### config.mk
export PLATFORM = sky130hd
export DESIGN_NAME = ctrl_pipe
export DESIGN_NICKNAME = d
export VERILOG_FILES = /design/src/rtl/pipe_ctrl_pkg.sv /design/src/rtl/ctrl_pipe_stage.sv /design/src/rtl/ctrl_pipe.sv
export SDC_FILE = /design/constraint.sdc
export NUM_CORES = 1
export LEC_CHECK = 0
export BUFFER_PORTS_ARGS = -buffer_cell sky130_fd_sc_hd__buf_2
export CAP_MARGIN = 10
export CORE_MARGIN = 5
export CORE_UTILIZATION = 50
export DETAILED_ROUTE_END_ITERATION = 8
export PLACE_DENSITY = 0.73
export SYNTH_ARGS = -nofsm -noshare
export SYNTH_HDL_FRONTEND = slang
export SYNTH_HIERARCHICAL = 1
export SYNTH_SLANG_ARGS = --single-unit
### constraint.sdc
create_clock -name clk -period 3.9 [get_ports clk]
set_input_delay 0.195 -clock clk [delete_from_list [all_inputs] [get_ports clk]]
set_output_delay 0.195 -clock clk [all_outputs]
set_load 0.05 [all_outputs]
### src/rtl/pipe_ctrl_pkg.sv
// Shared definitions for the decoded control-word pipeline: field layout of the
// existing stage boundaries and the default bubble-counter width.
package pipe_ctrl_pkg;

    // Nested layout: WB fields sit at the bottom, MEM above them, EX on top,
    // so each later boundary is a low slice of the earlier one.
    localparam int WB_OFF   = 0;
    localparam int WB_W     = 2;
    localparam int MEM_OFF  = WB_OFF + WB_W;
    localparam int MEM_W    = 7;
    localparam int EX_OFF   = MEM_OFF + MEM_W;
    localparam int EX_W     = 16;

    localparam int ID_EX_W  = EX_W + MEM_W + WB_W;
    localparam int EX_MEM_W = MEM_W + WB_W;
    localparam int MEM_WB_W = WB_W;

    localparam int CNT_W_DEF = 16;

    function automatic logic [CNT_W_DEF-1:0] sat_inc16(input logic [CNT_W_DEF-1:0] v);
        return (&v) ? v : v + 1'b1;
    endfunction

endpackage

### src/rtl/ctrl_pipe_stage.sv
// One control-pipeline register: control word plus its valid bit, with clear,
// hold (enable low) and bubble insertion.
module ctrl_pipe_stage #(
    parameter int WIDTH = 25
) (
    input  logic             clk,
    input  logic             reset,
    input  logic             i_clr,
    input  logic             i_en,
    input  logic             i_bubble,
    input  logic [WIDTH-1:0] i_d,
    input  logic             i_v,
    output logic [WIDTH-1:0] o_q,
    output logic             o_v
);

    logic [WIDTH:0] r_stage;

    always_ff @(posedge clk) begin
        if (reset || i_clr) begin
            r_stage <= '0;
        end else if (i_en) begin
            r_stage <= i_bubble ? '0 : {i_v, i_d};
        end
    end

    assign o_q = r_stage[WIDTH-1:0];
    assign o_v = r_stage[WIDTH];

endmodule

### src/rtl/ctrl_pipe.sv
// Decoded control-word pipeline with per-stage stall/flush, valid tracking,
// automatic bubble insertion and a saturating bubble counter.
module ctrl_pipe
    import pipe_ctrl_pkg::*;
#(
    parameter int STAGES = 3,
    parameter int WIDTH  = ID_EX_W,
    parameter int CNT_W  = CNT_W_DEF
) (
    input  logic                      clk,
    input  logic                      reset,
    input  logic [WIDTH-1:0]          i_d,
    input  logic                      i_valid,
    input  logic [STAGES-1:0]         i_stall,
    input  logic [STAGES-1:0]         i_flush,
    output logic [STAGES*WIDTH-1:0]   o_q,
    output logic [STAGES-1:0]         o_valid,
    output logic                      o_stall_up,
    output logic [CNT_W-1:0]          o_bubble_cnt
);

    logic [STAGES-1:0] w_hold;
    logic [STAGES-1:0] w_bub;
    logic [WIDTH-1:0]  w_q [STAGES];
    logic [STAGES-1:0] w_v;
    logic [CNT_W-1:0]  r_cnt;

    genvar k;
    generate
        for (k = 0; k < STAGES; k++) begin : g_stage
            // A stage holds if it or any stage downstream of it stalls.
            assign w_hold[k] = |(i_stall >> k);

            if (k == 0) begin : g_head
                assign w_bub[k] = 1'b0;
                ctrl_pipe_stage #(.WIDTH(WIDTH)) u_stage (
                    .clk      (clk),
                    .reset    (reset),
                    .i_clr    (i_flush[k]),
                    .i_en     (~w_hold[k]),
                    .i_bubble (~i_valid),
                    .i_d      (i_d),
                    .i_v      (i_valid),
                    .o_q      (w_q[k]),
                    .o_v      (w_v[k])
                );
            end else begin : g_body
                assign w_bub[k] = ~i_flush[k] & ~w_hold[k] & w_hold[k-1];
                ctrl_pipe_stage #(.WIDTH(WIDTH)) u_stage (
                    .clk      (clk),
                    .reset    (reset),
                    .i_clr    (i_flush[k]),
                    .i_en     (~w_hold[k]),
                    .i_bubble (w_hold[k-1]),
                    .i_d      (w_q[k-1]),
                    .i_v      (w_v[k-1]),
                    .o_q      (w_q[k]),
                    .o_v      (w_v[k])
                );
            end

            assign o_q[k*WIDTH +: WIDTH] = w_q[k];
        end
    endgenerate

    always_ff @(posedge clk) begin
        if (reset) begin
            r_cnt <= '0;
        end else if ((|w_bub) && !(&r_cnt)) begin
            r_cnt <= r_cnt + 1'b1;
        end
    end

    assign o_valid      = w_v;
    assign o_stall_up   = w_hold[0];
    assign o_bubble_cnt = r_cnt;

endmodule

Word-level counts from Yosys, hierarchy flattened
Cells that the tools add are included.
Widths: inputs -> output; s select.
{"block": "op_classes", "n_addsub": 1, "muxes": 3, "bitwise_logic": 8, "n_reduce_logical": 9}
{"operator": "$mux 26", "count": 3}
{"operator": "$add 16x1->16 const B", "count": 1}
{"operator": "$reduce_and 16->1", "count": 1}
{"operator": "$and 1x1->1", "count": 4}
{"operator": "$not 1->1", "count": 4}
{"operator": "$reduce_or 2->1", "count": 2}
{"operator": "$logic_or 1x1->1", "count": 3}
{"operator": "$reduce_or 3->1", "count": 1}
{"operator": "$logic_and 1x1->1", "count": 1}
{"operator": "$logic_not 1->1", "count": 1}
{"block": "word_totals", "regBits": 94, "inputBits": 34, "out_inout_bits": 95, "wordCells": 25}

Longest topological paths before layout
{"block": "logic_depth", "ltp_word": 6, "depth_mapped": 7, "depth_no_buf": 6}

By module
The synthesis kept the hierarchy.
{"mod": "ctrl_pipe_stage", "instances": 3, "cells_per_inst": 116, "area_per_inst_um2": 1176.1, "seq_area_each_um2": 520.5}
{"mod": "ctrl_pipe", "instances": 1, "cells_per_inst": 111, "area_per_inst_um2": 895.9, "seq_area_each_um2": 320.3}

Worst setup path after synthesis
OpenSTA, ideal clock, no wires.
{"block": "synth_path", "path_type": "reg-to-reg", "start": "register r_cnt[0], in the netlist o_bubble_cnt[0]", "end": "register r_cnt[6], in the netlist o_bubble_cnt[6]", "setup_time_ps": 121, "t_arrival_ps": 2021, "required_time_ps": 3779, "path_slack_ps": 1758, "path_stages_with_launch": 7, "path_buffers": 1, "synth_period_minus_slack_ps": 2142, "cell_sequence": "dfxtp_1 ha_1 nand4_1 nor4_2 buf_2 nor4_1 mux2_2"}
{"block": "synth_between", "elab_chain_cells": 3, "elab_cells_between_ends": 4, "classes_between": "add/sub (1); reduce/logical (3)"}
{"element": "start: declaration", "line_no": "ctrl_pipe.sv:26", "rtl": "logic [CNT_W-1:0] r_cnt;"}
{"element": "start signal: assignment", "line_no": "ctrl_pipe.sv:70", "rtl": "r_cnt <= r_cnt + 1'b1;"}
{"element": "parallel branches: the longest is 3 deep, another holds $add 16x1->16"}
Several ways; the timed one is not identified.
A chain may end at the register's enable or synchronous reset.

Worst setup path after layout
{"block": "layout_path", "start": "register r_cnt[0], in the netlist o_bubble_cnt[0]", "end": "register r_cnt[14], in the netlist o_bubble_cnt[14]"}
Same word-level chain as after synthesis.

==> run_summary.xml <==
<?xml version="1.0" encoding="UTF-8"?>
<metrics>
  <group name="die">
    <metric name="floorplan.die_area" unit="um^2">10800</metric>
    <metric name="std_cell_rows" unit="">34</metric>
    <metric name="initial_utilization" unit="">0.510</metric>
    <metric name="ios" unit="">129</metric>
    <metric name="die_y" unit="um">104</metric>
    <metric name="die-width" unit="um">104</metric>
    <metric name="core_area" unit="um^2">8680</metric>
  </group>
  <group name="global_routing">
    <metric name="grt_start_max_net_pins" unit="">54</metric>
    <metric name="groute.usage.overall" unit="">0.188</metric>
    <metric name="number_of_global_route_vias_before_repair" unit="">3412</metric>
    <metric name="overflow_left_after_global_routing" unit="">0</metric>
    <metric name="antenna_found_initial" unit="">0</metric>
    <metric name="grt_pass1_wl" unit="um">17300</metric>
  </group>
  <group name="timing">
    <metric name="rsz0062_at_grt" unit="">false</metric>
    <metric name="setup-violations-final" unit="">0</metric>
    <metric name="slew_headroom" unit="">0.341</metric>
    <metric name="finalHoldViolations" unit="">0</metric>
    <metric name="drv_slew" unit="">0</metric>
    <metric name="max_freq" unit="MHz">440</metric>
    <metric name="timing.final.crit_share" unit="">0.583</metric>
    <metric name="worst_pin_slew" unit="ns">0.980</metric>
    <metric name="totalNegativeSetupSlack" unit="ns">0</metric>
    <metric name="min_period" unit="ns">2.27</metric>
    <metric name="fin_clk_skew" unit="ns">0.00893</metric>
  </group>
  <group name="clock_network">
    <metric name="cts_max_path_buffers" unit="">2</metric>
    <metric name="cts.root.buffer_cell" unit="">clkbuf_8</metric>
    <metric name="cts_num_sinks" unit="">94</metric>
    <metric name="cts_setup_buffers" unit="">0</metric>
    <metric name="tritoncts" unit="">built</metric>
    <metric name="post_cts_resized" unit="">0</metric>
    <metric name="clk-insertion-delay-late" unit="ns">0.35</metric>
    <metric name="cts_buffers" unit="">9</metric>
    <metric name="postCtsHoldBufs" unit="">0</metric>
    <metric name="cts.htree.levels" unit="">3</metric>
    <metric name="clk_pin_slew_worst_paths" unit="ns">0.10</metric>
  </group>
  <group name="power">
    <metric name="power.ir.vdd_worst" unit="mV">0.180</metric>
    <metric name="power.density" unit="nW/um^2">336</metric>
    <metric name="p_leak" unit="nW">1.86</metric>
  </group>
  <group name="drt">
    <metric name="route.final.wire_length" unit="um">10400</metric>
    <metric name="final_antenna_net_count" unit="">0</metric>
    <metric name="drt_iter0_drc" unit="">151</metric>
    <metric name="drc_violations_left" unit="">0</metric>
    <metric name="post_drt_wl_per_cell" unit="um">15.3</metric>
    <metric name="dr.pass1.iters" unit="">4</metric>
    <metric name="via_count_of_the_routed_design" unit="">3612</metric>
    <metric name="route.detailed.vias_per_inst" unit="">5.32</metric>
  </group>
  <group name="setup_path">
    <metric name="crit_path_max_fanout" unit="">14</metric>
    <metric name="setup.reg_to_reg.worst_slack" unit="ns">1.63</metric>
    <metric name="r2r_start" unit="">o_bubble_cnt[0]</metric>
    <metric name="rr_endpoint" unit="">o_bubble_cnt[14]</metric>
    <metric name="setup.worst_path.end_class" unit="">flop</metric>
    <metric name="worstRegToRegCells" unit="">5</metric>
    <metric name="worstPathRequired" unit="ns">4.15</metric>
    <metric name="worstSetupPathType" unit="">reg -&gt; reg</metric>
    <metric name="worst_ep_arrival_time" unit="ns">2.52</metric>
    <metric name="critPathLaunch" unit="">o_bubble_cnt[0]</metric>
    <metric name="worstSetupStartpointType" unit="">flop</metric>
  </group>
  <group name="placement">
    <metric name="post-dp-hpwl" unit="um">7590</metric>
    <metric name="gp_congestion" unit="">0.875</metric>
    <metric name="io_buffer_count" unit="">128</metric>
  </group>
  <group name="layout">
    <metric name="final_layout_size_suffix_gt1_frac" unit="">0.380</metric>
    <metric name="area_growth_syn_to_layout" unit="%">16.9</metric>
    <metric name="design.final.nets" unit="">602</metric>
    <metric name="layout_utilization" unit="">0.596</metric>
    <metric name="final.fill_count" unit="">793</metric>
    <metric name="antenna-diode-count" unit="">0</metric>
  </group>
  <group name="logic_synthesis">
    <metric name="synth_cell_type_count" unit="">35</metric>
    <metric name="synth-seq-area-share" unit="">0.425</metric>
    <metric name="synth.cell_area" unit="um^2">4420</metric>
    <metric name="synth.ff_latch_count" unit="">94</metric>
    <metric name="postSynthNetCount" unit="">494</metric>
    <metric name="synthesis.instances" unit="">459</metric>
    <metric name="synthTopCellsByArea" unit="">dfxtp_1 (43%), nand3b_1 (13%), a21oi_2 (12%)</metric>
    <metric name="syn_avg_cell_area" unit="um^2">9.64</metric>
    <metric name="yosysWarnings" unit="">6</metric>
    <metric name="post-synth-top-area-fraction" unit="">0.425</metric>
    <metric name="synth_area_leader_cell" unit="">dfxtp_1</metric>
  </group>
  <group name="hold_path">
    <metric name="min_to" unit="">g_stage[0].g_head.u_stage/r_stage[25]</metric>
    <metric name="min_from" unit="">i_valid</metric>
    <metric name="worst_hold_path_type" unit="">in -&gt; reg</metric>
    <metric name="holdPathStages" unit="">3</metric>
  </group>
  <group name="flow_run">
    <metric name="max_cap_violations" unit="">0</metric>
  </group>
  <group name="outcome">
    <metric name="run_status" unit="">complete, no violations</metric>
  </group>
</metrics>
## flip-flops by register name, summed over array words and instances (netlist names)
name / cells
g_stage.g_body.u_stage/r_stage: 52
g_stage.g_head.u_stage/r_stage: 26
o_bubble_cnt: 16
## per-stage QoR
stage / hold slack [ns] / cells / area, um^2 / setup WS (ns) / power [mW]
2_1_floorplan: 0.358 / 459 / 4420 / 1.76 / 1.09
3_3_place_gp: 0.453 / 664 / 4970 / 1.71 / 1.11
3_5_place_dp: 0.459 / 664 / 4970 / 1.64 / 1.11
4_1_cts: 0.0997 / 679 / 5170 / 1.62 / 1.76
5_1_grt: 0.108 / 679 / 5170 / 1.39 / 1.81
6_report: 0.116 / 679 / 5170 / 1.63 / 1.74
## placed cells by master (no fill, tap or decap), drive strengths merged
cell type	count
or4	7
nor4b	1
a211o	1
o31ai	8
clkbuf	9
o211ai	1
nor4	4
ha	1
nor2b	3
and3	2
nand4	4
buf	134
or4b	1
and4	2
or3	2
a21oi	91
o21ai	4
nor3b	1
dfxtp	94
clkinvlp	1
bufinv	1
or3b	2
nor3	3
nand2	5
a211oi	1
nand2b	80
nor2	7
mux2	3
clkinv	2
or2	3
inv	8
nand3b	78
nand3	7
## area by class of cell
| cell class | instances | area, um^2 | share of cell area |
|---|---|---|---|
| flip-flops and latches | 94 | 1880 | 0.364 |
| inverters | 6 | 22.5 | 0.00436 |
| repair buffers | 134 | 686 | 0.133 |
| well taps | 108 | 135 | 0.0261 |
| clock inverters | 6 | 71.3 | 0.0138 |
| multi-input cells | 322 | 2250 | 0.435 |
| clock buffers | 9 | 124 | 0.0240 |
## synthesized netlist by cell type
cell	instances
dfxtp_1	94
nand2b_1	80
nand3b_1	78
a21oi_2	60
a21oi_1	31
clkbuf_1	14
buf_2	13
o31ai_1	8
nand3_1	7
nor2_1	7
or4_1	7
buf_12	6
inv_1	6
nand2_1	5
nand4_1	4
o21ai_0	4
buf_6	3
mux2_2	3
nor2b_1	3
nor3_1	3
nor4_1	3
or2_1	3
and3_1	2
and4_1	2
or3_1	2
or3b_2	2
a211o_1	1
a211oi_1	1
buf_1	1
ha_1	1
nor3b_1	1
nor4_2	1
nor4b_1	1
o211ai_1	1
or4b_1	1
## worst max-delay path, cell delays in order, from the launching register on
cell and delay, ns:
dfxtp_1 0.42, ha_1 0.21, nand4_1 0.20, nor4_2 0.86, nor4_1 0.17, mux2_2 0.31
## logic make-up after synthesis
logic type               Yosys count  share of synthesized area
AO/OA/AOI/OAI                    106                      0.177
AND/OR/NAND/NOR                  212                      0.320
adder cells (fa/ha/maj)            1                    0.00283
flip-flops                        94                      0.425
multiplexers                       3                    0.00764
buffers and inverters             43                     0.0673
## worst max-delay path by stage
stage	to	slack [ns]	cells past startpoint
after floorplan	o_bubble_cnt[6]	1.76	6
after global placement	o_stall_up	1.71	7
after detailed placement	o_stall_up	1.64	7
after CTS	o_stall_up	1.62	7
after global routing	o_stall_up	1.39	7
final	o_bubble_cnt[14]	1.63	5
## power by group
part / total (mW) / switching, mW / leakage [nW] / internal, mW
sequential: 0.966 / 0.00340 / 0.757 / 0.962
clock: 0.650 / 0.350 / 0.0976 / 0.300
combinational: 0.123 / 0.0769 / 1.00 / 0.0463
total: 1.74 / 0.430 / 1.86 / 1.31
## routing by layer
layer / global-route usage / part of all wire
met2: 0.284 / 0.45
met5: 0 / 0
met3: 0.0602 / 0.071
met4: 0.0537 / 0.0080
met1: 0.259 / 0.47
Power figures use the tool's default switching activity.
